## src/rtl/node_port_fifo.sv

```systemverilog
// rtl/node_port_fifo.sv - buffered valid/ready channel feeding one node data port
//
// Purpose: small first-word-fall-through FIFO between a producer (neighbouring
// node or external pins) and one 4-bit port of a processor node. When empty,
// the output holds the last consumed word so the node port input stays stable.
// Occupancy and a high-water mark are exported for debug.
//
// Ports:
//   clk          input   clock
//   reset        input   synchronous, active-high reset
//   i_in_valid   input   producer has a word on i_in_data
//   i_in_data    input   word from producer
//   o_in_ready   output  FIFO can accept a word this cycle
//   o_out_valid  output  o_out_data is a fresh, unconsumed head word
//   o_out_data   output  head word when valid, last popped word otherwise
//   i_out_ready  input   node consumes the head word this cycle
//   o_count      output  current occupancy, 0..DEPTH
//   o_hwm        output  maximum occupancy since reset or clear
//   i_hwm_clear  input   synchronous clear of the high-water mark
module node_port_fifo #(
  parameter int WIDTH = 4,
  parameter int DEPTH = 4,
  localparam int AW = $clog2(DEPTH)
) (
  input  logic             clk,
  input  logic             reset,
  input  logic             i_in_valid,
  input  logic [WIDTH-1:0] i_in_data,
  output logic             o_in_ready,
  output logic             o_out_valid,
  output logic [WIDTH-1:0] o_out_data,
  input  logic             i_out_ready,
  output logic [AW:0]      o_count,
  output logic [AW:0]      o_hwm,
  input  logic             i_hwm_clear
);

  localparam logic [AW:0] FULL = (AW+1)'(DEPTH);

  logic [WIDTH-1:0] r_mem [DEPTH];
  logic [AW-1:0]    r_rd_ptr;
  logic [AW-1:0]    r_wr_ptr;
  logic [AW:0]      r_count;
  logic [AW:0]      r_hwm;
  logic [WIDTH-1:0] r_hold;

  logic             w_push;
  logic             w_pop;
  logic [AW:0]      w_count_next;

  // Flags decode from registered count only: a full FIFO refuses a push even
  // when a pop happens in the same cycle, keeping in_ready free of out_ready.
  assign o_in_ready  = (r_count != FULL);
  assign o_out_valid = (r_count != '0);
  assign o_out_data  = o_out_valid ? r_mem[r_rd_ptr] : r_hold;
  assign o_count     = r_count;
  assign o_hwm       = r_hwm;

  assign w_push = i_in_valid & o_in_ready;
  assign w_pop  = o_out_valid & i_out_ready;

  always_comb begin
    w_count_next = r_count;
    if (w_push && !w_pop) begin
      w_count_next = r_count + (AW+1)'(1);
    end else if (w_pop && !w_push) begin
      w_count_next = r_count - (AW+1)'(1);
    end
  end

  // Storage is not reset; writes are suppressed during reset so in_valid is
  // ignored in that cycle.
  always_ff @(posedge clk) begin
    if (!reset && w_push) begin
      r_mem[r_wr_ptr] <= i_in_data;
    end
  end

  always_ff @(posedge clk) begin
    if (reset) begin
      r_rd_ptr <= '0;
      r_wr_ptr <= '0;
      r_count  <= '0;
      r_hwm    <= '0;
      r_hold   <= '0;
    end else begin
      r_count <= w_count_next;
      if (w_push) begin
        r_wr_ptr <= r_wr_ptr + AW'(1);
      end
      if (w_pop) begin
        r_rd_ptr <= r_rd_ptr + AW'(1);
        r_hold   <= r_mem[r_rd_ptr];
      end
      // Clearing loads the next occupancy rather than zero so the mark never
      // under-reports what is currently queued.
      if (i_hwm_clear) begin
        r_hwm <= w_count_next;
      end else if (w_count_next > r_hwm) begin
        r_hwm <= w_count_next;
      end
    end
  end

endmodule

```

## config.mk

```make
export PLATFORM = sky130hd
export DESIGN_NAME = node_port_fifo
export DESIGN_NICKNAME = d
export VERILOG_FILES = /design/src/rtl/node_port_fifo.sv
export SDC_FILE = /design/constraint.sdc
export NUM_CORES = 1
export LEC_CHECK = 0
export ABC_AREA = 1
export ABC_CLOCK_PERIOD_IN_PS = 2600
export CORE_AREA = 2 2 57 64
export CTS_CLUSTER_DIAMETER = 120
export DETAILED_ROUTE_END_ITERATION = 16
export DIE_AREA = 0 0 59 66
export GPL_TIMING_DRIVEN = 0
export PLACE_DENSITY = 0.7
export SKIP_CTS_REPAIR_TIMING = 1
export SYNTH_ARGS = -nofsm -noshare
export SYNTH_HDL_FRONTEND = slang
export SYNTH_SLANG_ARGS = --single-unit
```

## constraint.sdc

```tcl
create_clock -name clk -period 2.6 [get_ports clk]
set_clock_uncertainty 0.1 [all_clocks]
set_input_delay 0.65 -clock clk [delete_from_list [all_inputs] [get_ports clk]]
set_output_delay 0.65 -clock clk [all_outputs]
set_load 0.02 [all_outputs]
```

Word level (Yosys, flattened, before mapping)
Memory sizes are Yosys's and may differ from the RTL's. A register that Yosys moved wholly into a read port is not among the register bits.
Cells that the tools add are included.
- add/sub/neg operators: 4
- $lt $le $gt $ge: 1
- equality and inequality tests: 1
- mux-type cells: 9
- bitwise logic cells: 2
- reductions and logical operators: 8
- operator list (cell ; number):
    3-bit 2-to-1 mux ; 4
    2-bit by 1-bit adder with 2-bit output (second input constant) ; 2
    2-bit 2-to-1 mux ; 2
    4-bit 2-to-1 mux ; 1
    3-bit by 1-bit adder with 3-bit output (second input constant) ; 1
    3-bit > comparator ; 1
    1-bit logical AND ; 3
    1-bit logical NOT ; 3
    3-bit != test (second input constant) ; 1
    3-bit nonzero test ; 1
    3-bit by 1-bit subtractor with 3-bit output (second input constant) ; 1
    1-bit bitwise AND ; 2
    1-bit 2-to-1 mux ; 2
    2-bit nonzero test ; 1
- register bits after elaboration: 14
- bits in writable memories: 16
- input bits: 9
- output and inout bits: 12
- logic and storage cells: 31
- memories: 1
- memory list (memory ; depth ; width ; read ports ; clocked after memory_dff ; write ports ; line ; text):
    r_mem ; 4 ; 4 ; 1 ; 1 ; 1 ; 40 ; logic [WIDTH-1:0] r_mem [DEPTH];

Depth between registers and ports, before layout
- depth after elaboration: 9
- depth in mapped cells: 18
- depth with buffers taken out: 18

Worst setup path after synthesis
OpenSTA, ideal clock, no wires.
- kind: reg2reg
- start: reg r_count[0] (netlist: o_count[0])
- end: reg r_hwm[0] (netlist: o_hwm[0])
- library setup time: 0.116 ns
- data arrival time: 2.305 ns
- data required time: 2.384 ns
- slack: 0.079 ns
- cell stages (with the launch flop): 18
- path buffers: 0
- period minus slack after synthesis: 2.521 ns
- cell sequence: dfxtp_1 inv_1 ha_1 nand2_2 nand2_4 nand3_2 nand2_1 nand2_1 nand2_1 nand2_2 inv_1 ha_1 a21oi_1 o21ai_0 nand2_1 nand2_1 o21ai_0 nor2_1
- word-level cells in the longest chain between the ends: 8
- elaborated cells between the ends (all ways): 16
- classes of those cells: add/sub: 2; order compare: 1; eq/ne: 1; mux: 4; bitwise: 2; reduce/logical: 6
- ends and longest elaborated chain (element ; line ; text):
    start: declaration ; 43 ; logic [AW:0] r_count;
    start signal: assignment ; 87 ; r_count <= w_count_next;
    3-bit != test * ; 53 ; assign o_in_ready = (r_count != FULL);
    named net o_in_ready ; 29 ; output logic o_in_ready,
    1-bit bitwise AND * ; 59 ; assign w_push = i_in_valid & o_in_ready;
    1-bit logical NOT ; 66 ; end else if (w_pop && !w_push) begin
    1-bit logical AND ; 66 ;
    3-bit 2-to-1 mux ; 66 ;
    3-bit 2-to-1 mux * ; 64 ; if (w_push && !w_pop) begin
    named net w_count_next[2] ; 49 ; logic [AW:0] w_count_next;
    3-bit > comparator * ; 99 ; end else if (w_count_next > r_hwm) begin
    2-bit nonzero test (no source line) * ; - ;
    end signal: assignment ; 98 ; r_hwm <= w_count_next;
    end signal: assignment ; 100 ; r_hwm <= w_count_next;
    end: declaration ; 44 ; logic [AW:0] r_hwm;
Mark *: on every way through the listed nets, which the timed path passes. The rest lies on a longest branch. The select of a mux whose other input is x is not followed.
A chain may end at the register's enable or synchronous reset.

Final worst setup path
- start: reg r_count[0] (netlist: o_count[0])
- end: out o_out_valid
- word-level cells in the longest chain between the ends: 1
- ends and longest elaborated chain (element ; line ; text):
    3-bit nonzero test ; 54 ; assign o_out_valid = (r_count != '0);
    end: declaration ; 30 ; output logic o_out_valid,
Every way passes these cells.

==> impl_metrics.csv <==
group,metric,value,unit
worst_setup_path,worstSetupPathType,"flop to output port",
synth,synth-compound-area-share,0.1367,
routing,vias,1163,
synth,synth_top_family_by_area,"simple AND/OR/NAND/NOR gates",
die,start_util,0.4676,
synth,avgSynthCellArea,9.262,sq um
global_routing,grt_pass1_wl,4761,um
run,max_cap_violations,0,
timing,setup_ws,55.15,ps
finish,antenna_cells,0,
synth,synth-simple-area-share,0.1705,
finish,layout-drive-gt1-share,0.1510,
timing,setup_tns,0,ps
routing,drt_iter0_markers,39,
finish,fillerInstances,294,
placed_design,io_buffers,20,
synth,ys_seq_area_frac,0.5272,
clocking,clk_latency,340,ps
power,ir_worst_vdd,536.3,uV
power,power.total,2.005,mW
worst_setup_path,worst_ep_required_time,1850,ps
routing,routedWlPerCell,12.87,um
worst_setup_path,critPathArrivalTime,1790,ps
worst_setup_path,cp_max_fo,4,
global_routing,met1_usage,0.1880,
clocking,cts_buffers,5,
die,die_x,59,um
clocking,cts_buffer_depth,2,
routing,ant_nets,0,
timing,fmax,0.3930,GHz
synth,yosysWarnings,0,
timing,tightestPinTransition,409.0,ps
die,fp.coreArea,3248,sq um
worst_setup_path,startpoint,"o_count[0]$_SDFF_PP0_",
placed_design,gp_congestion,0.7754,
power,p_leak,0.7979,nW
global_routing,overflow,0,
synth,synthCells,164,
min_path,min_from,"r_rd_ptr[0]$_SDFFE_PP0P_",
placed_design,place_ws,-385.4,ps
timing,finalWorstPathRequiredPeriod,2545,ps
worst_setup_path,rr_startpoint,"o_count[0]$_SDFF_PP0_",
synth,synth_seq_cells,32,
clocking,cts_max_level,2,
synth,synthMuxAreaShare,0,
global_routing,grtUsageTotal,0.1670,
synth,yosys.area_share.adder,0.08237,
timing,final_hold_viol_count,0,
timing,report.final.slew_viol_count,0,
routing,drc,0,
synth,synth_xor_area_frac,0.01153,
worst_setup_path,cp-end-kind,"output port",
die,die_y,66,um
global_routing,busiest_layer,"met2",
global_routing,antenna_found_initial,0,
min_path,min_path_type,"flop to flop",
synth,synth.cell_area,1519,sq um
run_status,status,"finished clean",
placed_design,dp_hpwl,2147,um
finish,syn_to_final_growth,21.33,%
global_routing,met2_usage,0.2833,
finish,post-route-util,0.5674,
clocking,cts.clk_slew.worst_paths,100,ps
die,boundaryPins,21,
finish,final_nets,210,
global_routing,grt_pass1_vias,1117,
routing,firstDrtPassIters,4,
clocking,cts_root_buf,"clkbuf_4",
power,powerDensity,1088,nW/um^2
synth,synth_cell_types,22,
timing,period_share,0.9788,
die,die_area,3894,sq um
clocking,cts_tree,"yes",
routing,drt_wl_total,2935,um
die,rows,22,
global_routing,grt_use_met3,0.06262,
routing,vias_per_cell,5.101,
timing,max_slew_margin,0.7263,
synth,syn_nets,183,
global_routing,grt_max_degree,11,
clocking,clock-sinks,32,
timing,setup_viol,0,
worst_setup_path,critPathLaunchType,"flop",
worst max-delay path, stage by stage (launching register included):
cell and delay (ps):
dfxtp_2 370, inv_1 100, ha_4 200, nand2_2 150, clkdlybuf4s50_1 630
routing by layer:
metal,up-vias,part of all wire
met2,21,0.51
met4,0,0.017
met3,7,0.044
met5,-,0
met1,539,0.43
li1,596,-
synthesized netlist by cell type:
cell	count	area share
xor2_1	1	0.0058
o21ai_1	1	0.0033
ha_1	10	0.082
nand2_4	2	0.015
buf_4	2	0.0099
a21oi_1	10	0.033
dfxtp_1	16	0.21
nand2_2	5	0.021
nor2_2	1	0.0041
inv_1	20	0.049
o21ai_0	20	0.066
a21oi_2	2	0.012
edfxtp_1	16	0.32
nand2_1	23	0.057
buf_2	1	0.0033
nor2_1	18	0.044
nand3_1	7	0.023
inv_2	2	0.0049
nand3_2	1	0.0066
o22a_1	4	0.023
xnor2_1	1	0.0058
inv_4	1	0.0041
state kept, by name (all words and copies together), names as in the netlist, named ones only:
signal	cells
r_hold	4
o_count	3
r_rd_ptr	2
r_wr_ptr	2
r_mem	16
o_hwm	3
logic make-up after synthesis:
family	Yosys count
buf+inv	26
xor+xnor	2
flops	32
simple gates	57
fa+ha+maj	10
compound gates	37
stage by stage:
stage | std cells | hold WS [ps] | cell area, sq um
4_1_cts | 228 | 389.5 | 1813
3_3_place_gp | 220 | 358.5 | 1764
2_1_floorplan | 164 | 343.5 | 1519
5_1_grt | 228 | 435.5 | 1843
6_report | 228 | 390.2 | 1843
3_5_place_dp | 220 | 364.2 | 1764
worst paths after layout:
| kind | endpoint | slack, ps | depth (start not counted) |
|---|---|---|---|
| setup / recovery | o_out_valid | 60 | 4 |
| hold / removal | r_rd_ptr[0]$_SDFFE_PP0P_ | 390 | 1 |
| setup reg to reg | o_hwm[0]$_SDFFE_PP0P_ | 220 | 17 |
| hold reg to reg | r_rd_ptr[0]$_SDFFE_PP0P_ | 390 | 1 |
power by group:
part | leakage, nW | switching [mW] | internal, mW
registers | 0.278 | 0.0620 | 0.624
logic | 0.493 | 0.635 | 0.419
clock network | 0.0269 | 0.161 | 0.104
layout by cell type (no fill, tap or decap), types with 2 or more instances in the layout:
cell and instances:
dfxtp_2 2, o22a_1 4, inv_1 19, clkbuf_1 2, o21ai_1 2, clkbuf_4 5, a21oi_1 10, clkbuf_2 2
nand2_4 2, nor2_1 18, nand2_1 22, dfxtp_1 14, buf_4 2, clkdlybuf4s50_1 15, nand3_1 7, edfxtp_1 16
o21ai_0 19, inv_2 3, dlymetal6s2s_1 3, ha_1 9, nand2_2 6
area by class of cell:
type	instances	area [sq um]	share of cell area
repair buffers	20	197.7	0.1073
multi-input cells	106	639.4	0.3469
plain buffers	3	20.02	0.01086
clock buffers	7	45.04	0.02444
well taps	36	45.04	0.02444
inverters	23	88.84	0.04820
clock inverters	1	3.754	0.002037
flip-flops and latches	32	803.3	0.4358
Power figures use the tool's default switching activity.
==> RTL edit 1: new RTL, same settings <==
Change the parameter `WIDTH` from 4 to 6.
--- a/src/rtl/node_port_fifo.sv
+++ b/src/rtl/node_port_fifo.sv
@@ -20,3 +20,3 @@
 module node_port_fifo #(
-  parameter int WIDTH = 4,
+  parameter int WIDTH = 6,
   parameter int DEPTH = 4,
Ports: changed (resized i_in_data and o_out_data); port bits go from 21 to 25. No check against the original RTL was run, so the function may have changed too.
==> RTL edit 1 against the original RTL <==
  * Power rose by 22%
  * Clock power rose by 26%
  * Worst hold slack improved by 5.9 ps
  * Area after synthesis rose by 26%
  * Via count rose by 21%
  * Non-clock buffer count rose by 7
  * Maximum frequency rose by 2.9%
  * Sequential cell count rose by 10
  * Worst setup slack improved by 73 ps
  * Global-route usage rose by 5.6 points
  * Final area rose by 23%
  * Routed wire length rose by 30%
==> RTL edit 1: results (changes against the original RTL) <==
The sequential cell area fraction in the yosys report is 56.7% (+3.9 points). Placer's final routability congestion estimate: 0.737 (-5.0%). Maximum number of pins on one net before global-route repair: 13 (+2). The maximum resistive drop on vdd was 0.000731 V (+36%); the average routed wire per standard cell was 14.5 um (+13%). Worst hold slack: 396 ps (+5.93 ps).

The number of enable-type register cells in the synthesized netlist is 24 (+8), and the met2 routing resource usage after global routing is 39.2% (+11 points). Largest fanout on the critical path: 10 (+6). The total via count in the routed design was 1,405 (+21%); the max-slew headroom at the worst pin was 58.0% (-15 points). The pre-CTS setup slack is -548 ps (-163 ps). For the estimated wirelength of the detail-placed design, the log shows 2750 um (+28%). The wire length of the first global-routing pass is 6300 um (+32%).

The run finished with clean final reports. The logs give 270 ps (+50 ps) for the worst setup slack for register-to-register paths and 1720 ps (-70 ps) for the worst endpoint data arrival time. The fraction of final layout cells with drive strength greater than 1 came out at 19.0% (+3.9 points).

For the post-placement cell count, the log shows 253 (+15%). The commonest cells after synthesis are sky130_fd_sc_hd__o21ai_0 (30), sky130_fd_sc_hd__edfxtp_1 (24), sky130_fd_sc_hd__nand2_1 (21), sky130_fd_sc_hd__nor2_1 (21), sky130_fd_sc_hd__inv_1 (19). For the violation count after the first detailed-routing iteration, the log shows 84 (+120%). The synthesized net count was 214 (+17%); the fill cell total of the finished layout was 261 (-11%).

The largest registers in the layout are r_mem (24), r_hold (6). The run gives 26.3% (+7.5 points) as the met1 demand-to-capacity share in global routing. The mean instance size in the synthesized netlist was 9.89 sq um (+6.7%); the reported leakage power was 0.931 nW (+17%).

For the met1 layer wirelength in the final routing, the log shows 1620 um (+28%). By area the synthesized netlist is led by sky130_fd_sc_hd__edfxtp_1 (38%), sky130_fd_sc_hd__dfxtp_1 (19%), sky130_fd_sc_hd__o21ai_0 (7.9%). The run gives 22.3% (+5.6 points) as the global routing usage summed across all routing layers. The tools report the startpoint of the lowest-slack register-to-register path as o_count[1]. The run gives 2190 sq um (+24%) as the post-placement cell area.
## RTL edit 1: worst max-delay path, stage by stage, from the launching register on
cell and delay (ps):
sky130_fd_sc_hd__dfxtp_2 380, sky130_fd_sc_hd__inv_1 90, sky130_fd_sc_hd__ha_4 190, sky130_fd_sc_hd__nand2_2 130, sky130_fd_sc_hd__inv_1 80, sky130_fd_sc_hd__buf_4 170, sky130_fd_sc_hd__o21ai_0 160, sky130_fd_sc_hd__buf_2 190
## RTL edit 1: how the worst max path moves through the flow
stage                           start            end  cells after the start
after global routing       o_count[1]  o_out_data[4]                      7
final                      o_count[1]  o_out_data[4]                      7
after floorplan            o_count[0]       o_hwm[1]                     17
after CTS                  o_count[0]  o_out_data[1]                      7
after detailed placement  i_out_ready       o_hwm[1]                     15
after global placement    i_out_ready       o_hwm[1]                     15
## RTL edit 1: layout make-up
class | count | area (sq um) | share of cell area, %
plain buffers | 5 | 28.8 | 1.27
clock buffers | 7 | 55.1 | 2.43
clock inverters | 1 | 5.00 | 0.221
inverters | 23 | 86.3 | 3.82
multi-input cells | 123 | 732 | 32.4
flip-flops and latches | 42 | 1080 | 47.9
well taps | 36 | 45.0 | 1.99
repair buffers | 25 | 225 | 9.96
## RTL edit 1: power breakdown
| group | leakage, nW | switching (W) | internal [W] |
|---|---|---|---|
| clock | 0.0353 | 0.000201 | 0.000131 |
| combinational | 0.529 | 0.000744 | 0.000477 |
| sequential | 0.367 | 0.0000782 | 0.000814 |
## RTL edit 1: kinds of logic after synthesis
family	Yosys count	share of synthesized area (%)
AND/OR/NAND/NOR	60	14.6
AO/OA/AOI/OAI	51	15.3
flip-flops	42	56.7
buffers and inverters	28	5.90
adder cells (fa/ha/maj)	10	6.56
XOR/XNOR	2	0.918
==> RTL edit 2: new RTL, same flow settings <==
Made on the original files. Register the output `o_count` once more, cleared by the reset; this adds one clock of latency there. The other outputs are not delayed to match.
--- a/src/rtl/node_port_fifo.sv
+++ b/src/rtl/node_port_fifo.sv
@@ -55,3 +55,9 @@
   assign o_out_data  = o_out_valid ? r_mem[r_rd_ptr] : r_hold;
-  assign o_count     = r_count;
+  always_ff @(posedge clk) begin
+    if (reset) begin
+      o_count <= '0;
+    end else begin
+      o_count <= r_count;
+    end
+  end
   assign o_hwm       = r_hwm;
Function: changed (a bounded check fails within 4 cycles, from zero or initial values and one cycle with reset high).
==> RTL edit 2 against the original RTL <==
  * Power rose by 15%
  * Combinational power increased by 4%
  * Sequential power increased by 8.2%
  * Highest routed layer unchanged
  * Worst setup slack better by 100 ps
  * Area after synthesis rose by 5.8%
  * Global-route usage fell by 0.27 points
  * Non-clock buffer count unchanged
  * Sequential cell count rose by 3
  * Final area increased by 8.0%
  * Routed wire length fell by 0.44%
==> RTL edit 2: results (changes against the original RTL) <==
The run finished with clean final reports. The worst hold slack is 403 ps (+12.5 ps). The most used flip-flop cell after synthesis is sky130_fd_sc_hd__dfxtp_1. Maximum resistive drop on vdd: 0.000672 V (+25%). The tools report the met1 demand-to-capacity share in global routing as 16.6% (-2.2 points). The largest fanout on the critical path was 7 (+3); the routed wire length on met2 was 1560 um (+4.6%). Met2 routing resource usage after global routing: 29.9% (+1.5 points). The fill cell total of the finished layout is 277 (-5.8%). The run gives 669 sq um (+4.7%) as the area used by multi-input combinational logic. For the post-synth design cell area, the log shows 1610 sq um (+5.8%). By area the synthesized netlist is led by sky130_fd_sc_hd__edfxtp_1 (30%), sky130_fd_sc_hd__dfxtp_1 (24%), sky130_fd_sc_hd__ha_1 (7.8%).

The critical path ends at o_hwm[0]. The fraction of final layout cells with drive strength greater than 1 was 18.8% (+3.7 points); the sequential cell area fraction in the yosys report was 53.5% (+0.82 points). The startpoint identified for the worst register-to-register timing path is r_count[1].

For the synthesized net count, the log shows 189 (+3.3%). The reported leakage power was 0.869 nW (+9.0%); the mean instance size in the synthesized netlist was 9.46 sq um (+2.1%). The total number of multi-input combinational cells came out at 108 (+1.9%).

The tools report the violation count after the first detailed-routing iteration as 37 (-5.1%). The met1 layer wirelength in the final routing is 1240 um (-2.4%), and the sum of routed wire length over all layers is 2920 um (-0.44%). The worst setup slack for register-to-register paths was 250 ps (+30 ps); the wire length of the first global-routing pass was 4640 um (-2.5%). The maximum number of pins on one net before global-route repair was 12 (+1).

The run gives 24 (+9.1%) as the number of distinct standard cells referenced by the synthesized netlist. The tools report the post-layout net count as 215 (+2.4%). The max-slew headroom at the worst pin is 70.3% (-2.3 points). The tools report the launching instance or port of the critical path as i_in_valid. For the count of clock-net buffers in the final layout, the log shows 6 (-1). For the total chip power, the log shows 0.00231 W (+15%). The run gives 2150 um (+0.15%) as the estimated wirelength of the detail-placed design. Area taken by flip-flops and latches: 863 sq um (+7.5%). The run gives 61.3% (+4.5 points) as the end-of-flow core utilization. The total via count in the routed design was 1,205 (+3.6%); the pre-CTS setup slack was -472 ps (-86.4 ps).
[RTL edit 2: changes by cell type in the layout (fill, tap and decap cells not counted), moves of 2 or more]
cell	unedited run	this run
sky130_fd_sc_hd__nand2_1	22	18
sky130_fd_sc_hd__o21ai_1	2	4
sky130_fd_sc_hd__nand2_4	2	4
sky130_fd_sc_hd__bufinv_16	0	2
sky130_fd_sc_hd__nor2_1	18	20
sky130_fd_sc_hd__inv_1	19	17
sky130_fd_sc_hd__dfxtp_1	14	17
sky130_fd_sc_hd__dlymetal6s2s_1	3	5
sky130_fd_sc_hd__clkbuf_2	2	0
sky130_fd_sc_hd__inv_2	3	5
sky130_fd_sc_hd__nand3_1	7	4
sky130_fd_sc_hd__nor2_2	1	3
[RTL edit 2: cells by family after synthesis]
family	Yosys count	share of synthesized area, %
flops	35	53.5
compound gates	39	13.5
xor+xnor	2	1.09
fa+ha+maj	10	7.78
buf+inv	27	6.77
simple gates	57	17.3
[RTL edit 2: worst reg2reg max path, stage by stage, from the launching register on]
cell and delay, ps:
sky130_fd_sc_hd__dfxtp_2 370, sky130_fd_sc_hd__inv_1 90, sky130_fd_sc_hd__ha_4 190, sky130_fd_sc_hd__nand2_2 100
sky130_fd_sc_hd__nand2_4 100, sky130_fd_sc_hd__nand3_2 90, sky130_fd_sc_hd__nand2_1 60, sky130_fd_sc_hd__nand2_1 50
sky130_fd_sc_hd__nand2_1 40, sky130_fd_sc_hd__nand2_1 110, sky130_fd_sc_hd__inv_1 90, sky130_fd_sc_hd__ha_4 280
sky130_fd_sc_hd__nand2_1 50, sky130_fd_sc_hd__o21ai_0 140, sky130_fd_sc_hd__nand2_1 100, sky130_fd_sc_hd__nand2_2 100
sky130_fd_sc_hd__inv_1 70, sky130_fd_sc_hd__nor2_1 110, sky130_fd_sc_hd__nor2_1 50
